File: config.mk
export PLATFORM = sky130hd
export DESIGN_NAME = time_set_ctrl
export DESIGN_NICKNAME = d
export VERILOG_FILES = /design/src/rtl/time_set_ctrl.sv
export SDC_FILE = /design/constraint.sdc
export NUM_CORES = 1
export LEC_CHECK = 0
export BUFFER_PORTS_ARGS = -buffer_cell sky130_fd_sc_hd__buf_2
export CAP_MARGIN = 5
export CORE_MARGIN = 2
export CORE_UTILIZATION = 38
export CTS_CLUSTER_SIZE = 16
export DETAILED_ROUTE_END_ITERATION = 8
export GPL_TIMING_DRIVEN = 0
export PLACE_DENSITY = 0.64
export SYNTH_ARGS = -nofsm -noshare
export SYNTH_HDL_FRONTEND = slang
export SYNTH_SLANG_ARGS = --single-unit
File: constraint.sdc
create_clock -name clk -period 4 [get_ports clk]
set_clock_uncertainty 0.15 [all_clocks]
set_input_delay 0.4 -clock clk [delete_from_list [all_inputs] [get_ports clk]]
set_output_delay 0.4 -clock clk [all_outputs]
set_load 0.01 [all_outputs]
File: src/rtl/time_set_ctrl.sv
// time_set_ctrl: seconds/minutes/hours counters with a RUN/SET_HR/SET_MIN time-set FSM and blink strobes
// Optional feature macro: CLOCK_12H_EN (12-hour mode, Hours 1..12, adds pm port).
// Ports:
//   clk, rst_n        clock, asynchronous active-low reset
//   btn_mode          1-cycle pulse, advances RUN->SET_HR->SET_MIN->RUN
//   btn_inc           1-cycle pulse, increments the field being set
//   Minutes, Hours    registered time fields feeding the digit splitter
//   Seconds           registered seconds 0..59
//   sec_tick          1-cycle pulse when Seconds advances
//   blink_hours       1 = blank hour digits this cycle
//   blink_minutes     1 = blank minute digits this cycle
//   pm                (CLOCK_12H_EN only) 1 = PM
module time_set_ctrl #(
  parameter int CLK_HZ = 100_000_000,
  parameter int DWL = 8
) (
  input  logic           clk,
  input  logic           rst_n,
  input  logic           btn_mode,
  input  logic           btn_inc,
  output logic [DWL-3:0] Minutes,
  output logic [DWL-4:0] Hours,
  output logic [5:0]     Seconds,
  output logic           sec_tick,
  output logic           blink_hours,
  output logic           blink_minutes
`ifdef CLOCK_12H_EN
  ,
  output logic           pm
`endif
);
  localparam int MW = DWL - 2;
  localparam int HW = DWL - 3;
  localparam int CW = $clog2(CLK_HZ);
  localparam int BW = $clog2(CLK_HZ / 2);
`ifdef CLOCK_12H_EN
  localparam logic [HW-1:0] HR_RST = HW'(12);
`else
  localparam logic [HW-1:0] HR_RST = '0;
`endif
  typedef enum logic [1:0] {RUN, SET_HR, SET_MIN} state_t;
  state_t        state;
  logic [CW-1:0] cnt;
  logic [BW-1:0] bcnt;
  logic          phase;
  logic          tick, sec_wrap, min_wrap, bterm;
  logic [MW-1:0] min_nxt;
  logic [HW-1:0] hr_nxt;
  assign tick     = cnt == CW'(CLK_HZ - 1);
  assign bterm    = bcnt == BW'(CLK_HZ / 2 - 1);
  assign sec_wrap = Seconds == 6'd59;
  assign min_wrap = Minutes == MW'(59);
  assign min_nxt  = min_wrap ? '0 : Minutes + MW'(1);
`ifdef CLOCK_12H_EN
  assign hr_nxt   = (Hours == HW'(12)) ? HW'(1) : Hours + HW'(1);
`else
  assign hr_nxt   = (Hours == HW'(23)) ? '0 : Hours + HW'(1);
`endif
  assign blink_hours   = (state == SET_HR) & phase;
  assign blink_minutes = (state == SET_MIN) & phase;
  always_ff @(posedge clk or negedge rst_n) begin
    if (!rst_n) begin
      state    <= RUN;
      Seconds  <= '0;
      Minutes  <= '0;
      Hours    <= HR_RST;
      cnt      <= '0;
      bcnt     <= '0;
      phase    <= 1'b0;
      sec_tick <= 1'b0;
`ifdef CLOCK_12H_EN
      pm       <= 1'b0;
`endif
    end else begin
      sec_tick <= 1'b0;
      case (state)
        RUN: begin
          cnt <= tick ? '0 : cnt + CW'(1);
          // A tick coinciding with btn_mode still lands; SET_HR zeroes Seconds afterwards.
          if (tick) begin
            sec_tick <= 1'b1;
            Seconds  <= sec_wrap ? '0 : Seconds + 6'd1;
            if (sec_wrap) Minutes <= min_nxt;
            if (sec_wrap && min_wrap) begin
              Hours <= hr_nxt;
`ifdef CLOCK_12H_EN
              if (Hours == HW'(11)) pm <= ~pm;
`endif
            end
          end
          if (btn_mode) begin
            state <= SET_HR;
            phase <= 1'b0;
            bcnt  <= '0;
          end
        end
        SET_HR, SET_MIN: begin
          cnt     <= '0;
          Seconds <= '0;
          if (btn_mode) begin
            state <= (state == SET_HR) ? SET_MIN : RUN;
            phase <= 1'b0;
            bcnt  <= '0;
          end else if (btn_inc) begin
            // Restart the blink so the edited field shows right away.
            phase <= 1'b0;
            bcnt  <= '0;
            if (state == SET_HR) begin
              Hours <= hr_nxt;
`ifdef CLOCK_12H_EN
              if (Hours == HW'(11)) pm <= ~pm;
`endif
            end else begin
              Minutes <= min_nxt;
            end
          end else begin
            bcnt <= bterm ? '0 : bcnt + BW'(1);
            if (bterm) phase <= ~phase;
          end
        end
        default: state <= RUN;
      endcase
    end
  end
endmodule

==> results of run 1 <==
[cell usage after synthesis (all sizes together) (6+ instances only)]
cell and n:
inv 10, nor3 13, nand3 22, dfrtp 74
and2 6, a21oi 8, xor2 23, ha 11
and4 11, nor2 67, and3 7, nand4 16
nor4 8, nand2 31, o21ai 23, xnor2 21
o31ai 6, mux2 7
[where the power goes]
group,leakage [nW],switching [mW],internal [mW],total (mW)
registers,1.01,0.0964,0.833,0.930
clock network,0.121,0.288,0.434,0.722
logic,0.859,0.514,0.291,0.805
[area by class of cell]
cell class,count,area share [%]
flip-flops and latches,74,40.4
well taps,136,3.71
multi-input cells,324,45.5
clock inverters,4,2.15
inverters,10,0.818
clock buffers,12,3.16
plain buffers,9,0.873
repair buffers,25,3.38
[path summary, 6_finish.rpt]
check                                    endpoint  slack, ns                    from  cells after the start
setup reg to reg             bcnt[25]$_DFFE_PN0P_       1.38    state[0]$_DFFE_PN0P_                      7
hold reg to reg            Seconds[5]$_DFFE_PN0P_       0.38  Seconds[5]$_DFFE_PN0P_                      1
setup / recovery             bcnt[25]$_DFFE_PN0P_       1.38    state[0]$_DFFE_PN0P_                      7
min in group asynchronous    bcnt[22]$_DFFE_PN0P_       0.34                   rst_n                      2
max in group asynchronous  Seconds[0]$_DFFE_PN0P_       2.79                   rst_n                      3
hold / removal               state[1]$_DFFE_PN0P_       0.17                btn_mode                      2
[logic make-up (layout without fill, tap and decap cells)]
family,after synthesis,count (layout)
AND/OR/NAND/NOR,210,210
buffers and inverters,19,60
adder cells (fa/ha/maj),11,11
multiplexers,7,7
XOR/XNOR,44,44
AO/OA/AOI/OAI,52,52
flip-flops,74,74
[per-layer routing]
metal  track usage (%)  vias up  wire [um]
met1              21.0     1541       4090
met5                 0        -          0
met3              3.95        4        189
met2              24.2       27       3890
met4              5.94        0         52
li1                  -     1544          -
[sequential cells by signal, indices dropped and copies added, names as in the netlist]
name      count
phase         1
sec_tick      1
Seconds       6
Minutes       6
state         2
Hours         5
cnt          27
bcnt         26
[what timing repair did]
item                                   CTS  global route
hold buffers                             1             0
buffers inserted                         0             0
endpoints found under the hold margin   23             0
[metrics by stage]
stage / setup slack (ns) / instance area, sq um
global placement: 1.49 / 4300
finish: 1.38 / 4590
CTS: 1.38 / 4590
global route: 1.16 / 4590
detailed placement: 1.41 / 4330
floorplan: 1.77 / 4020
==> results.md, run 1 <==
* Final min period at about 2.6 ns
* CP Cell Sequence: inv_1 > ha_1 > nor2b_1 > nor3_2 > nand3_1 > or4_1 > a21oi_1
* Crit-path leading delay family: simple AND/OR/NAND/NOR gates
* Setup CP Type: reg2reg
* Die area at ~11,000 sq um
* Initial antenna violation count at 0
* Layout fillers at between 1k and 1.5k
* Chip width at ~110 um
* I/O pins at 24
* Cells after Synth at about 420
* Gr ovfl total at 0
* Crit end category: flop
* Min Hold Slack at 0.172 ns
* Post-DRT Antenna Nets at 0
* Number of distinct library cells after synthesis at between 50 and 60
* Post-synth EDFFs at 0
* Fin util at roughly 45%
* Area Growth Syn to Fin at 14.2%
* Total GRT Usage at 15.6%
* Post-Synth Adder-Cell Area at ~3.4%
* Post_cts resized at 0
* Vias at roughly 3.1k
* FP Rows at 37
* CP Max Fanout at 6
* Area of the multi-input gates at around 2100 sq um
* Flip-flop and latch area at 1850 sq um
* Sequential share of the synthesized area at 46.1%
* Antenna diodes at 0
* Worst path bufs/invs at 1
* Via density at between 5 and 6
* Required @ worst endpoint at ~4.1 ns
* Worst slew pin tran at approximately 0.9 ns
* Slew margin rel. at ~39%
* Die Y at roughly 110 um
* Period utilisation layout at ~65%
* Async S/R FF share, synth at between 90% and 100%
* First-pass GRT wire length at between 10,000 and 15,000 um
* Upper clock frequency limit at about 0.38 GHz
* Core Footprint at between 10,000 and 15,000 sq um
* Layout cell share with drive strength beyond 1 at between 10% and 20%
* CTS Buffer Depth at 2
* Status: finished, final reports clean
* Worst stage delay on the critical path at between 0.5 and 0.6 ns
* H-tree lvl count at 3
* Initial DRC Count at between 100 and 150
* Synth Area in Simple Gates at between 20% and 30%
* Max-slew violations at 0
* PD cells at 536 nW/um^2
* Final hold vios at 0
* Post-DP HPWL at between 5000 and 6000 um
* Post-Route WL at between 8000 and 9000 um
* Final Power at 2.46 mW
* Mux share of post-synthesis cell area at a little over 2%
* Max IR drop VDD at approximately 0.23 mV
* Placed Cells at 577
* Yosys warning count at 0
* Cell taking the most area after synthesis: dfrtp_1
* Vias in the first global route at 2,953
* Port Buffers at 23
* Largest family of logic cells by synthesized area: simple AND/OR/NAND/NOR gates
* Pre-antenna DRT Iters at 4
* Non-Filler Instances at 594
* CTS tree: built
* Mean routed wirelength per cell at 13.8 um
* Xor/xnor share of the synthesized area at 9.59%
* Lkg Pwr at 1.99 nW
* Nets@finish at 468
* Seq cells post-synth at between 70 and 80
* Pin count of the biggest net entering global routing at 52
* CTS Root Cell: clkbuf_8
* Syn avg cell area at 9.64 sq um
* Max-Cap Viols at 0
* Commonest non-fill, non-tap cell in the layout: dfrtp_1
* Sink Count at 74
* Hold WC Path Type: in2reg
* Top FF cell, synth: dfrtp_1
* Starting Density at around 39%
* Startpoint types: flop
* Clock slew at reported path FFs at 0.08 ns
* Routability Congestion at around 0.83
* Clock Latency Late Sink at about 0.35 ns
* CTS buffer count at 9
* Worst path slowest cell: or4_1
* Post-Syn Area at approximately 4000 sq um
* Post-synthesis compound-gate area fraction at under 10%
* Most frequent cells in the layout: dfrtp_1, nor2_1, nand2_1, buf_2, xor2_1
* Top cell type's share of synthesized area at 46.1%
* Setup Total Neg Slack at 0 ns
* RSZ-0062 raised after global routing: no
* Drc violations at 0
* Mapped Nets at between 400 and 500
* Synth top area cells: dfrtp_1, nor2_1, xor2_1, xnor2_1, ha_1
* WP data arrival at roughly 2.8 ns
* Final Setup Violations at 0
(Power assumes the default switching activity.)
==> run 2: changes to the inputs <==
- PLACE_DENSITY: 0.64 -> 0.66
- clock period: 4 -> 2.3 ns (I/O delays scaled with it)
==> run 2 against run 1 <==
Net effect:
- hold slack lost 0.021 ns
- combinational power grew 110%
- sequential power grew 75%
- clock power grew 59%
- flip-flop and latch count is the same
- clock-buffer cell count shrank 1
- design area grew 4.6%
- die area is the same
- global-route usage grew 0.28 points
- non-clock buffer count grew 9
- wire length grew 3.7%
==> results.md, run 2 (synthesized netlist as in run 1, its figures left out) <==
* Max reg flops at 27 (unchanged)
* Startpoint types: flop
* Flip-flop and latch area at 1850 sq um (about the same)
* Required @ worst endpoint at 2.40 ns (-1.73 ns)
* Crit end category: flop
* Most frequent cells in the layout: dfrtp_1, nor2_1, nand2_1, xor2_1, buf_2
* WP depth at 6 (-1)
* CTS buffer count at 9 (unchanged)
* Port Buffers at 23 (unchanged)
* Clock slew at reported path FFs at 0.08 ns (about the same)
* Pin count of the biggest net entering global routing at 53 (+1.9%)
* Worst path bufs/invs at 0 (-1)
* Largest regs: cnt: 27 flops, bcnt: 26 flops
* Die area at 11,400 sq um (unchanged)
* CTS Root Cell: clkbuf_8
* Initial antenna violation count at 0 (unchanged)
* FP Rows at 37 (unchanged)
* Worst stage delay on the critical path at 0.55 ns (+0.03 ns)
* Reg-to-reg critical path endpoint: phase$_DFFE_PN0P_
* Chip width at 107 um (unchanged)
* Area of the multi-input gates at 2240 sq um (+7.1%)
* Max-Cap Viols at 0 (unchanged)
* Origin of the critical flop-to-flop path: bcnt[0]$_DFFE_PN0P_
* Period utilisation layout at 98.6% (+33 points)
* PD cells at 927 nW/um^2 (+73%)
* Max IR drop VDD at 0.462 mV (+98%)
* Min Hold Slack at 0.151 ns (-0.0211 ns)
* Mean routed wirelength per cell at 14.1 um (+2.2%)
* Vias in the first global route at 3,153 (+6.8%)
* Upper clock frequency limit at 0.441 GHz (+15%)
* Post-Route WL at 8520 um (+3.7%)
* Total GRT Usage at 15.9% (+0.28 points)
* Final hold vios at 0 (unchanged)
* Reg2Reg Setup Slack at 0.03 ns (-1.35 ns)
* Area Growth Syn to Fin at 19.4%
* R2R depth at 6 (-1)
* Max-slew violations at 0 (unchanged)
* H-tree lvl count at 3 (unchanged)
* Antenna diodes at 0 (unchanged)
* Layout fillers at 964 (-3.8%)
* Vias at 3,189 (+2.3%)
* Worst slew pin tran at 0.526 ns (-0.374 ns)
* Status: finished, final reports clean
* WP data arrival at 2.37 ns (-0.38 ns)
* Final Setup Violations at 0 (unchanged)
* Clock Latency Late Sink at 0.36 ns (about the same)
* Routability Congestion at 0.808 (-3.1%)
* I/O pins at 24 (unchanged)
* RSZ-0062 raised after global routing: yes
* Pre-antenna DRT Iters at 4 (unchanged)
* Initial DRC Count at 161 (+10%)
* Post-DP HPWL at 5910 um (+2.5%)
* Setup Total Neg Slack at 0 ns (unchanged)
* Nets@finish at 477 (+1.9%)
* Commonest non-fill, non-tap cell in the layout: dfrtp_1
* CP endpoint: phase$_DFFE_PN0P_
* Crit-path leading delay family: simple AND/OR/NAND/NOR gates
* Critical Path Start: bcnt[0]$_DFFE_PN0P_
* Via density at 5.29 (+0.82%)
* Worst path slowest cell: or4_4
* CTS tree: built
* Sink Count at 74 (unchanged)
* Setup CP Type: reg2reg
* Slew margin rel. at 64.7% (+25 points)
* Die Y at 107 um (unchanged)
* Hold WC Path Type: in2async
* Core Footprint at 10,300 sq um (unchanged)
* Drc violations at 0 (unchanged)
* CTS Buffer Depth at 2 (unchanged)
* CP Cell Sequence: ha_4 > nand2_4 > or2_4 > or4_4 > a21oi_4 > mux2_4
* Lkg Pwr at 2.06 nW (+3.5%)
* Starting Density at 39.1% (unchanged)
* Layout cell share with drive strength beyond 1 at 21.4% (+6.8 points)
* Gr ovfl total at 0 (unchanged)
* First-pass GRT wire length at 14,500 um (+2.3%)
* Post-DRT Antenna Nets at 0 (unchanged)
* CP Max Fanout at 5 (-1)
* Final min period at 2.27 ns (-0.350 ns)
* Biggest register: cnt
==> run 2: worst min-delay path by stage <==
| stage | slack (ns) | depth (start not counted) | to | start |
|---|---|---|---|---|
| global route | 0.17 | 2 | Minutes[1]$_DFFE_PN0P_ | rst_n |
| floorplan | -0.22 | 0 | Hours[0]$_DFFE_PN0P_ | rst_n |
| detailed placement | 0.004 | 1 | bcnt[21]$_DFFE_PN0P_ | rst_n |
| finish | 0.15 | 2 | bcnt[24]$_DFFE_PN0P_ | rst_n |
| CTS | 0.15 | 4 | bcnt[1]$_DFFE_PN0P_ | btn_inc |
| global placement | 0.34 | 1 | Seconds[5]$_DFFE_PN0P_ | Seconds[5]$_DFFE_PN0P_ |
==> run 2: repair_timing <==
item | CTS | global route
hold buffers | 2 | 0
gates resized for setup | 15 | 22
hold endpoints to repair | 75 | 0
pin swaps | 2 | 7
gates cloned | 0 | 0
endpoints found under the setup margin | 59 | 51
setup buffers | 4 | 6
==> run 2: per-stage QoR <==
| step | total power [mW] | instance area, sq um | utilization, % | instances | setup WS [ns] |
|---|---|---|---|---|---|
| floorplan | 2.63 | 4020 | - | 417 | 0.0695 |
| global placement | 2.99 | 4300 | 41.9 | 576 | -0.216 |
| detailed placement | 3.05 | 4330 | 42.2 | 577 | -0.283 |
| CTS | 4.28 | 4670 | 45.4 | 598 | 0.000698 |
| global route | 4.75 | 4800 | 46.7 | 603 | -0.0559 |
| finish | 4.45 | 4800 | 46.7 | 603 | 0.0332 |
==> run 2: metal layers <==
metal | wire (um) | vias to the layer above | track usage (%) | share of wire (%)
li1 | - | 1565 | - | -
met1 | 4020 | 1576 | 19.8 | 47
met2 | 4140 | 34 | 26.5 | 49
met3 | 215 | 14 | 3.53 | 2.5
met4 | 145 | 0 | 6.68 | 1.7
met5 | 0 | - | 0 | 0
==> run 2: power by group <==
group          internal [mW]  total, mW  switching (mW)
Sequential              1.45       1.63           0.180
Clock                  0.638       1.15           0.516
Combinational          0.701       1.66           0.961
Total                   2.79       4.45            1.66
==> run 2: cell type report <==
type | count | share of cell area (%)
tap | 136 | 3.55
clock buffer | 11 | 2.95
sequential | 74 | 38.6
clock inverter | 5 | 1.62
timing repair buffer | 36 | 5.01
multi-input combinational | 324 | 46.6
buffer | 7 | 0.886
inverter | 10 | 0.782
==> run 2: worst register-to-register path, stage by stage (launching register included) <==
cell and delay (ns):
dfrtp_1 0.41, ha_4 0.17, nand2_4 0.06, or2_4 0.25, or4_4 0.55, a21oi_4 0.25
mux2_4 0.32
==> run 3: changes to the inputs <==
- RECOVER_POWER: unset -> 100
==> run 3 against run 2 <==
Net effect:
- worst setup slack improved by 0.0031 ns
- fmax rose by 0.14%
- combinational power barely moved
- final cell count did not move
- sequential share of layout area rose by 0.38 points
- first-iteration DRC count rose by 2.5%
- critical path depth did not move
- sequential power barely moved
- global-route usage did not move
- non-clock buffer count did not move
- die area did not move
- largest cell class unchanged
==> results.md, run 3 (synthesized netlist as in run 1, its figures left out) <==
* Status: finished, final reports clean
* Die Y at 107 um (unchanged)
* First-pass GRT wire length at 14,500 um (unchanged)
* Pre-antenna DRT Iters at 4 (unchanged)
* Final Power at 4.41 mW (-0.82%)
* Starting Density at 39.1% (unchanged)
* Drc violations at 0 (unchanged)
* Placed Cells at 577 (unchanged)
* Commonest non-fill, non-tap cell in the layout: dfrtp_1
* FP Rows at 37 (unchanged)
* Max IR drop VDD at 0.432 mV (-6.5%)
* CP Max Fanout at 5 (unchanged)
* Final min period at 2.26 ns (-0.00312 ns)
* Internal power at 2.76 mW (-1.1%)
* H-tree lvl count at 3 (unchanged)
* Fin util at 46.3% (-0.45 points)
* Startpoint types: flop
* Final hold vios at 0 (unchanged)
* Vias at 3,191 (+0.063%)
* Net Sw Power at 1.65 mW (-0.29%)
* Antenna diodes at 0 (unchanged)
* Upper clock frequency limit at 0.442 GHz (+0.14%)
* PD cells at 928 nW/um^2 (+0.15%)
* Gr ovfl total at 0 (unchanged)
* Lkg Pwr at 1.98 nW (-3.9%)
* CTS Root Cell: clkbuf_8
* I/O pins at 24 (unchanged)
* CTS tree: built
* Layout cell share with drive strength beyond 1 at 16.9% (-4.5 points)
* Setup Total Neg Slack at 0 ns (unchanged)
* Pin count of the biggest net entering global routing at 53 (unchanged)
* Nets@finish at 477 (unchanged)
* Sw Ratio at 37.5% (+0.20 points)
* Largest regs: cnt: 27 flops, bcnt: 26 flops
* Vias in the first global route at 3,153 (unchanged)
* Post-DP HPWL at 5910 um (unchanged)
* Non-Filler Instances at 603 (unchanged)
* Max-slew violations at 0 (unchanged)
* Crit end category: flop
* Max reg flops at 27 (unchanged)
* Clock Latency Late Sink at 0.36 ns (about the same)
* Setup CP Type: reg2reg
* Required @ worst endpoint at 2.40 ns (about the same)
* CTS Buffer Depth at 2 (unchanged)
* Die area at 11,400 sq um (unchanged)
* Post-Route WL at 8520 um (about the same)
* Routability Congestion at 0.808 (unchanged)
* Mean routed wirelength per cell at 14.1 um (about the same)
* Period utilisation layout at 98.4% (-0.14 points)
* Chip width at 107 um (unchanged)
* Seq pwr share at 37.0% (+0.3 points)
* Share of power burned in combinational logic at 36.9% (-0.5 points)
* Area Growth Syn to Fin at 18.3%
* Clock network power share at 26.1% (about the same)
* Final Setup Violations at 0 (unchanged)
* Via density at 5.29 (about the same)
* Post-DRT Antenna Nets at 0 (unchanged)
* CTS buffer count at 9 (unchanged)
* Total GRT Usage at 15.9% (unchanged)
* Sink Count at 74 (unchanged)
* Max-Cap Viols at 0 (unchanged)
* Biggest register: cnt
* Clock slew at reported path FFs at 0.08 ns (about the same)
* Initial DRC Count at 165 (+2.5%)
* Port Buffers at 23 (unchanged)
* RSZ-0062 raised after global routing: yes
* Initial antenna violation count at 0 (unchanged)
* Slew margin rel. at 14.7% (-50 points)
* Most frequent cells in the layout: dfrtp_1, nor2_1, nand2_1, clkbuf_1, xor2_1
* Worst slew pin tran at 1.28 ns (+0.753 ns)
* WP data arrival at 2.36 ns (about the same)
* Hold WC Path Type: in2reg
* Core Footprint at 10,300 sq um (unchanged)
-- run 3: cell types whose count changed in the layout (fill, tap and decap cells not counted) --
| cell | delta |
|---|---|
| buf_16 | -1 |
| buf_6 | +1 |
| clkbuf_4 | +1 |
| nor2_1 | +1 |
| buf_2 | -19 |
| buf_4 | -2 |
| clkbuf_1 | +20 |
| nor2_2 | -1 |
-- run 3: power groups by stage --
stage | clock [mW] | combinational (mW) | sequential, mW
after CTS | 1.17 | 1.49 | 1.62
after global placement | 0 | 1.36 | 1.64
after detailed placement | 0 | 1.40 | 1.65
final | 1.15 | 1.63 | 1.63
after global routing | 1.23 | 1.82 | 1.66
after floorplan | 0 | 0.970 | 1.66
-- run 3: worst max-delay path, cell delays in order, from the launching register on --
cell,delay [ns]
dfrtp_1,0.41
ha_4,0.17
nand2_4,0.06
or2_4,0.25
or4_4,0.55
a21oi_4,0.25
mux2_4,0.32
-- run 3: worst paths after layout --
path                                        startpoint                     end  slack [ns]  cells past startpoint
worst max-delay path               bcnt[0]$_DFFE_PN0P_       phase$_DFFE_PN0P_        0.04                      6
worst min-delay path                           btn_inc     bcnt[1]$_DFFE_PN0P_        0.16                      4
worst max register to register     bcnt[0]$_DFFE_PN0P_       phase$_DFFE_PN0P_        0.04                      6
worst min register to register  Seconds[5]$_DFFE_PN0P_  Seconds[5]$_DFFE_PN0P_        0.39                      1
max in group asynchronous                        rst_n     cnt[26]$_DFFE_PN0P_        0.40                      3
min in group asynchronous                        rst_n    bcnt[24]$_DFFE_PN0P_        0.51                      2
-- run 3: through the flow --
step | worst slack (ns) | hold slack (ns) | instance area, sq um
2_1_floorplan | 0.0695 | -0.216 | 4020
3_3_place_gp | -0.216 | 0.337 | 4300
3_5_place_dp | -0.283 | 0.00432 | 4330
4_1_cts | 0.000698 | 0.146 | 4670
5_1_grt | -0.0559 | 0.206 | 4750
6_report | 0.0363 | 0.163 | 4750
-- run 3: final cells by class --
type | instances | area, sq um
repair buffers | 36 | 196
multi-input cells | 324 | 2230
inverters | 10 | 37.5
fillers | 974 | 5520
plain buffers | 7 | 42.5
clock inverters | 5 | 77.6
flip-flops and latches | 74 | 1850
well taps | 136 | 170
clock buffers | 11 | 141
-- run 3: timing repair --
| action | in CTS | in global routing |
|---|---|---|
| setup buffers | 4 | 6 |
| resized for setup | 15 | 22 |
| setup endpoints to repair | 59 | 51 |
| hold buffers | 2 | 0 |
| pin swaps | 2 | 7 |
| hold endpoints to repair | 75 | 0 |
-- run 3: per-layer routing --
metal  wire length (um)  track usage (%)  vias up
met5                  0                0        -
met4                106             6.68        0
met3                243             3.53       10
met2               4160             26.5       44
met1               4000             19.8     1572
li1                   -                -     1565
